===== config.mk =====
export PLATFORM = sky130hd
export DESIGN_NAME = mcycle_issue_ctrl
export DESIGN_NICKNAME = d
export VERILOG_FILES = /design/src/rtl/mcycle_issue_ctrl.sv
export SDC_FILE = /design/constraint.sdc
export NUM_CORES = 1
export LEC_CHECK = 0
export CAP_MARGIN = 20
export CORE_AREA = 2 2 78 80
export DETAILED_ROUTE_END_ITERATION = 7
export DIE_AREA = 0 0 80 82
export PLACE_DENSITY = 0.81
export SYNTH_ARGS = -nofsm -noshare
export SYNTH_HDL_FRONTEND = slang
export SYNTH_SLANG_ARGS = --single-unit

===== constraint.sdc =====
create_clock -name CLK -period 3.45 [get_ports CLK]
set_input_delay 0.5175 -clock CLK [delete_from_list [all_inputs] [get_ports CLK]]
set_output_delay 0.5175 -clock CLK [all_outputs]
set_load 0.03 [all_outputs]

===== src/rtl/mcycle_issue_ctrl.sv =====
// -----------------------------------------------------------------------------
// mcycle_issue_ctrl
// Issue / writeback controller for the multi-cycle execution units
// (unit 0 = MCycle mul/div, unit 1 = float add/mul by default).
// Each unit runs a small IDLE -> RUN -> DONE -> IDLE FSM, latches the
// destination register of its op and runs a watchdog counter. A pending
// scoreboard with one bit per architectural register stalls Decode on
// RAW/WAW hazards. Finished units are drained one per cycle through a
// lowest-index-first writeback arbiter.
//
// Ports
//   CLK, RESET    clock, synchronous active-high reset
//   IssueValidD   Decode requests a multi-cycle op
//   IssueUnitD    one-hot target unit (lowest set bit wins, zero = no issue)
//   IssueRdD      destination register of the op
//   SrcRegD       {B,A} source registers of the Decode instruction
//   SrcUseD       per-source valid for SrcRegD
//   FlushD        kill the Decode instruction this cycle
//   UnitDone      per-unit one-cycle result-ready pulse
//   Start         one-cycle start pulse per unit
//   StallD        hold Fetch/Decode (combinational)
//   Busy          unit not IDLE
//   WbValid       multi-cycle writeback this cycle
//   WbRd          writeback destination register
//   WbUnit        one-hot source unit of the writeback
//   TimeoutErr    sticky watchdog error
// -----------------------------------------------------------------------------
module mcycle_issue_ctrl #(
    parameter int N_UNITS = 2,
    parameter int REG_W   = 4,
    parameter int MAX_CYC = 40
) (
    input  logic                 CLK,
    input  logic                 RESET,
    input  logic                 IssueValidD,
    input  logic [N_UNITS-1:0]   IssueUnitD,
    input  logic [REG_W-1:0]     IssueRdD,
    input  logic [2*REG_W-1:0]   SrcRegD,
    input  logic [1:0]           SrcUseD,
    input  logic                 FlushD,
    input  logic [N_UNITS-1:0]   UnitDone,
    output logic [N_UNITS-1:0]   Start,
    output logic                 StallD,
    output logic [N_UNITS-1:0]   Busy,
    output logic                 WbValid,
    output logic [REG_W-1:0]     WbRd,
    output logic [N_UNITS-1:0]   WbUnit,
    output logic                 TimeoutErr
);

    localparam int CNT_W  = $clog2(MAX_CYC + 1);
    localparam int N_REGS = 1 << REG_W;

    typedef enum logic [1:0] {
        IDLE = 2'd0,
        RUN  = 2'd1,
        DONE = 2'd2
    } unit_state_e;

    unit_state_e        state      [N_UNITS];
    unit_state_e        state_next [N_UNITS];
    logic [REG_W-1:0]   rd_q       [N_UNITS];
    logic [CNT_W-1:0]   cnt_q      [N_UNITS];
    logic [N_REGS-1:0]  pending_q;
    logic [N_REGS-1:0]  pending_next;

    logic [N_UNITS-1:0] busy;
    logic [N_UNITS-1:0] done_vec;
    logic [N_UNITS-1:0] timeout_vec;
    logic [N_UNITS-1:0] issue_sel;
    logic [N_UNITS-1:0] accept_vec;
    logic [N_UNITS-1:0] wb_sel;
    logic [REG_W-1:0]   wb_rd;
    logic [REG_W-1:0]   src_a;
    logic [REG_W-1:0]   src_b;
    logic               target_busy;
    logic               src_stall;
    logic               accept;

    // Per-unit status decode. A timeout fires in the last permitted RUN
    // cycle unless the unit reports done in that same cycle.
    always_comb begin
        for (int u = 0; u < N_UNITS; u++) begin
            busy[u]        = (state[u] != IDLE);
            done_vec[u]    = (state[u] == DONE);
            timeout_vec[u] = (state[u] == RUN) && !UnitDone[u] &&
                             (cnt_q[u] == CNT_W'(MAX_CYC - 1));
        end
    end

    assign Busy = busy;

    // x & -x isolates the lowest set bit: used for both the issue target
    // and the writeback arbiter.
    assign issue_sel = IssueUnitD & (~IssueUnitD + N_UNITS'(1));
    assign wb_sel    = done_vec   & (~done_vec   + N_UNITS'(1));

    always_comb begin
        wb_rd = '0;
        for (int u = 0; u < N_UNITS; u++) begin
            if (wb_sel[u]) begin
                wb_rd = wb_rd | rd_q[u];
            end
        end
    end

    // Hazard detection uses only the registered scoreboard, so a register
    // being retired this cycle still blocks its readers for this cycle.
    assign src_a       = SrcRegD[REG_W-1:0];
    assign src_b       = SrcRegD[2*REG_W-1:REG_W];
    assign src_stall   = (SrcUseD[0] && pending_q[src_a]) ||
                         (SrcUseD[1] && pending_q[src_b]);
    assign target_busy = |(issue_sel & busy);
    assign StallD      = !FlushD &&
                         (src_stall || (IssueValidD && (target_busy || pending_q[IssueRdD])));
    assign accept      = IssueValidD && (|issue_sel) && !StallD && !FlushD;
    assign accept_vec  = accept ? issue_sel : '0;

    // Unit FSM state register
    always_ff @(posedge CLK) begin
        for (int u = 0; u < N_UNITS; u++) begin
            if (RESET) begin
                state[u] <= IDLE;
            end else begin
                state[u] <= state_next[u];
            end
        end
    end

    // Unit FSM next-state logic; UnitDone outside RUN is ignored
    always_comb begin
        for (int u = 0; u < N_UNITS; u++) begin
            state_next[u] = state[u];
            case (state[u])
                IDLE: if (accept_vec[u]) state_next[u] = RUN;
                RUN: begin
                    if (UnitDone[u]) begin
                        state_next[u] = DONE;
                    end else if (timeout_vec[u]) begin
                        state_next[u] = IDLE;
                    end
                end
                DONE: if (wb_sel[u]) state_next[u] = IDLE;
                default: state_next[u] = IDLE;
            endcase
        end
    end

    // Watchdog counter and destination latch per unit
    always_ff @(posedge CLK) begin
        for (int u = 0; u < N_UNITS; u++) begin
            if (RESET) begin
                cnt_q[u] <= '0;
                rd_q[u]  <= '0;
            end else begin
                if (state[u] == RUN && state_next[u] == RUN) begin
                    cnt_q[u] <= cnt_q[u] + CNT_W'(1);
                end else begin
                    cnt_q[u] <= '0;
                end
                if (accept_vec[u]) begin
                    rd_q[u] <= IssueRdD;
                end
            end
        end
    end

    // Scoreboard update. Set and clear never target the same register,
    // because an issue whose Rd is still pending is stalled.
    always_comb begin
        pending_next = pending_q;
        for (int u = 0; u < N_UNITS; u++) begin
            if (timeout_vec[u]) begin
                pending_next[rd_q[u]] = 1'b0;
            end
        end
        if (|wb_sel) begin
            pending_next[wb_rd] = 1'b0;
        end
        if (accept) begin
            pending_next[IssueRdD] = 1'b1;
        end
    end

    // Registered outputs and scoreboard
    always_ff @(posedge CLK) begin
        if (RESET) begin
            pending_q  <= '0;
            Start      <= '0;
            WbValid    <= 1'b0;
            WbRd       <= '0;
            WbUnit     <= '0;
            TimeoutErr <= 1'b0;
        end else begin
            pending_q  <= pending_next;
            Start      <= accept_vec;
            WbValid    <= |wb_sel;
            WbRd       <= wb_rd;
            WbUnit     <= wb_sel;
            TimeoutErr <= TimeoutErr | (|timeout_vec);
        end
    end

endmodule


-- After elaboration in Yosys (flattened, before gate mapping)
Memory sizes are Yosys's and may differ from the RTL's.
Cells that the tools add are included.
- bits in registers: 26
- logic and storage cells: 145
- memories kept: 3
- RAM bits: 24
- equality and inequality tests: 8
- order comparisons: 10
- muxes and demuxes: 60
- reductions and logical operators: 32
- bitwise gates (word level): 22
- add/sub/neg operators: 4
- memories (name ; depth ; width ; read ports ; clocked after memory_dff ; wr ports ; line ; RTL):
    cnt_q ; 2 ; 6 ; 2 ; 0 ; 2 ; 63 ; logic [CNT_W-1:0] cnt_q [N_UNITS];
    rd_q ; 2 ; 4 ; 2 ; 0 ; 2 ; 62 ; logic [REG_W-1:0] rd_q [N_UNITS];
    state ; 2 ; 2 ; 2 ; 0 ; 2 ; 60 ; unit_state_e state [N_UNITS];
- operators with widths (operator ; count):
    two-way mux 16 bit ; 4
    AND 16 bit ; 3
    NOT 16 bit ; 3
    < comparator 4 x 5 -> 1 bit (second input constant) ; 6
    two-way mux 1 bit ; 28
    two-way mux 6 bit ; 4
    two-way mux 2 bit ; 11
    logical AND 1 bit ; 17
    demux 1 bit (select 4 bit) ; 4
    greater-or-equal comparator 4 x 1 -> 1 bit (second input constant) ; 4
    two-way mux 4 bit ; 4
    bitwise OR 16 bit ; 1
    adder 6 x 1 -> 6 bit (second input constant) ; 2
    binary-select mux 1 bit (select 4 bit) ; 3
    == test 6 bit (second input constant) ; 2
    case mux 2 bit (3 select lines) ; 2
    bitwise OR 1 bit ; 9
    == test 2 x 1 -> 1 bit (second input constant) ; 4
    OR reduction 2 bit ; 4
    AND 2 bit ; 3
    adder 2 x 1 -> 2 bit (second input constant) ; 2
    == test 2 bit (second input constant) ; 2
    logical NOT 1 bit ; 4
    logical NOT 2 bit ; 2
    4 further kinds ; 8

-- Depth between registers and ports, before layout
- depth in word-level cells: 22
- mapped depth: 7

-- Worst setup path before layout
Ideal clock, no wire load.
- path kind: input to register
- start: input port SrcRegD[5]
- end: memory rd_q[1][0], enable pin
- cell stages on the path: 6
- path buffers: 2
- setup time: 0.379 ns
- data required time: 3.071 ns
- setup slack: 0.494 ns
- data arrival time: 2.577 ns
- cells stage by stage: clkbuf_1 -> mux4_2 -> o2111ai_1 -> nand4_1 -> clkbuf_1 -> o41ai_1
- RTL lines (element ; line ; RTL):
    start, declared ; 38 ; input logic [2*REG_W-1:0] SrcRegD,
    end, declared ; 62 ;

-- Worst setup path in the final report
- start: input port IssueRdD[0]
- end: output port StallD
- word-level cells in the longest chain between the ends: 6
- RTL lines (element ; line ; RTL):
    start, declared ; 37 ; input logic [REG_W-1:0] IssueRdD,
    binary-select mux 1 bit (select 4 bit) ; 115 ; (src_stall || (IssueValidD && (target_busy || pending_q[IssueRdD])));
    two-way mux 1 bit (implied by the code) ; 115 ;
    logical OR 1 bit ; 115 ;
    logical AND 1 bit ; 115 ;
    logical OR 1 bit ; 115 ;
    logical AND 1 bit ; 114 ; assign StallD = !FlushD &&
    end, declared ; 43 ; output logic StallD,
Every way passes these cells. The select of a mux whose other input is x is not followed.

==> metrics.yaml <==
detailed_routing:
  viasPerCell: 6.74
  drc: 0
  vias: 3159
  drtPass1Iterations: 6
  drt_iter0_drc: 565
  antenna_left: 0
  wl_um: 9120
  wl_per_cell_um: 19.5
synth:
  synth_area_leaders: "dfxtp_1 (19%), edfxtp_1 (19%), mux4_2 (5.0%), nand4_1 (4.8%), nor2_1 (3.7%)"
  synth_edf_count: 20
  ys_warn_count: 0
  yosysMostFrequentCell: "nor2_1"
  synthTopCellsByCount: "nor2_1 (31), dfxtp_1 (30), nand2_1 (24), nand4_1 (24), edfxtp_1 (20)"
  async_reset_ff_share_pct: 0
  synth_area_um2: 3140
  ys.flop_type: "dfxtp_1"
  synth-seq-cells: 50
  netlist_instances: 344
  avgSynthCellArea_um2: 9.11
  synthDistinctLibCells: 53
  synth.largest_area_cell: "dfxtp_1"
  yosysSeqAreaShare_pct: 38.3
  yosysTopAreaCellShare_pct: 19.2
power_and_ir_drop:
  vdd_ir_drop_max_uv: 294
  fin_total_pwr_mw: 1.22
  power_density_nw_per_um2: 324
  cellLeakagePower_nw: 1.31
setup_path:
  path_class: "primary input to primary output"
  startpoint: "IssueRdD[0]"
  max_stage_delay_ns: 0.52
  crit_path_max_fanout: 2
  reg2reg_setup_slack_ns: 0.91
  cpLargestDelayFamily: "buffers and inverters"
  crit_buf_inv: 2
  crit_chain: "clkdlybuf4s50_1 > mux4_2 > and3_4 > nor4_4 > a21boi_0 > o21ba_2 > dlygate4sd2_1"
  worst_setup_path_start_kind: "primary input"
  r2r-start: "pending_q[6]"
  arrival_ns: 2.74
  endpoint_kind: "primary output"
  cpMaxStageDelayCell: "mux4_2"
  worstPathRequired_ns: 2.93
  reg2reg_depth: 7
  reg2reg_to: "rd_q[0][0]"
layout:
  regArea_um2: 1200
  nets: 417
  diodes: 0
  area_growth_pct: 20.6
  fill_cells: 489
  drive_above_1_share_pct: 12.2
  fin_util_pct: 65.8
  multi_input_area_um2: 1820
clock_network:
  cts.sinks: 50
  cts_tree: "built"
  numCtsBuffers: 5
  root_buffer: "clkbuf_8"
  cts_hold_buffers: 0
  clkTransAtPathRegs_ns: 0.10
  clkLatencyLatePin_ns: 0.30
  htree_levels: 2
  max-clock-path-buffers: 2
floorplanning:
  die_x_um: 80
  chipHeight_um: 82
  start_util_pct: 54.6
  core-area_um2: 5750
  die_area_um2: 6560
  row_count: 28
  pin_count: 35
timing:
  layout_min_cycle_time_ns: 3.26
  rsz0062_at_grt: "false"
  fmaxAchievable_mhz: 307
  final_hold_viol_count: 0
  drv_slew: 0
  hold_ws_ns: 0.515
  fin_ws_ns: 0.190
  finalSetupViolCount: 0
  finalCritPeriodShare_pct: 94.5
  relSlewSlack_pct: 40.2
  clock-skew-final_ns: 0.00561
  tightest_slew_ns: 0.892
placement:
  dp.final_hpwl_um: 6700
  place_ws_ns: -0.0812
  gp_congestion: 1.01
  io_buffer_count: 34
global_route:
  global_route.usage.total_pct: 28.0
  grt_pass1_vias: 2806
  grt_pass1_wl_um: 14100
  overflow: 0
  grt_max_degree: 31
  antenna_found_initial: 0
worst_hold_path:
  hp-start: "TimeoutErr"
  min_to: "TimeoutErr"
  whs_path_depth: 2
  hp-class: "flop to flop"
run:
  drv_cap: 0
status:
  run_status: "completed"
## flip-flops by register name, summed over array words and instances (netlist names)
register,cells
WbUnit,2
rd_q,8
cnt_q,12
Start,2
WbRd,4
TimeoutErr,1
state,4
pending_q,16
WbValid,1
## per-stage QoR
| step | area [um2] | TNS, ns | cells |
|---|---|---|---|
| floorplan | 3180 | 0 | 355 |
| global placement | 3660 | -0.0166 | 461 |
| detailed placement | 3660 | -0.0812 | 461 |
| CTS | 3780 | 0 | 469 |
| global route | 3780 | 0 | 469 |
| finish | 3780 | 0 | 469 |
## routing by layer
layer	part of all wire, %	vias to the layer above	global-route usage (%)
li1	-	1435	-
met1	40	1451	40.2
met2	45	231	42.6
met3	11	42	3.96
met4	3.3	0	11.2
met5	0	-	0
## worst register-to-register path, cell delays in order, from the launching register on
cell and delay, ns:
dfxtp_1 0.38, mux4_2 0.49, and3_4 0.21, nor4_4 0.29, buf_4 0.22, nand2_4 0.13
o41ai_1 0.36, buf_4 0.20
## area by class of cell
class | instances | share of cell area, %
well taps | 75 | 2.48
multi-input cells | 265 | 48.2
clock buffers | 5 | 1.82
inverters | 18 | 1.79
clock inverters | 3 | 1.19
repair buffers | 53 | 12.7
flip-flops and latches | 50 | 31.8
## cells by family after synthesis
logic type | synth area share, %
other | 0.120
AND/OR/NAND/NOR | 27.5
adder cells (fa/ha/maj) | 0.798
multiplexers | 8.54
AO/OA/AOI/OAI | 17.4
flip-flops | 38.3
XOR/XNOR | 2.23
buffers and inverters | 5.07
## worst max-delay path by stage
stage	end	depth (start not counted)	slack (ns)
4_1_cts	StallD	7	0.18
2_1_floorplan	rd_q[1][0]	6	0.49
6_report	StallD	7	0.19
3_3_place_gp	StallD	7	-0.02
5_1_grt	StallD	7	0.09
3_5_place_dp	StallD	9	-0.08
## repair_timing
item                                    4_1_cts  5_1_grt
gates resized for setup                       2        0
buffers inserted                              0        0
endpoints found under the setup margin        1        0
## power by group
| part | internal (mW) | total (mW) | switching (mW) |
|---|---|---|---|
| combinational | 0.0664 | 0.156 | 0.0899 |
| clock | 0.216 | 0.419 | 0.204 |
| sequential | 0.627 | 0.649 | 0.0218 |
| total | 0.910 | 1.22 | 0.315 |
## layout by cell type, fill, tap and decap left out, types with 4 or more instances in the layout
cell type,instances
a22oi_1,5
clkdlybuf4s50_1,33
nand2b_1,7
nor2_1,31
a41oi_1,9
xor2_1,4
edfxtp_1,20
o41ai_1,12
clkbuf_8,5
conb_1,12
nor3_1,13
o2111ai_1,7
dfxtp_1,30
nand2_1,24
nor2b_1,8
a21oi_1,4
nand3_1,14
mux2i_1,11
a31o_2,4
and3b_1,4
a31oi_1,4
nand3b_1,4
inv_1,16
nor4_1,7
mux4_2,7
buf_4,19
xnor2_1,4
o21ai_0,7
nand4_1,24
Note: power is estimated with default switching activity, not from simulation.
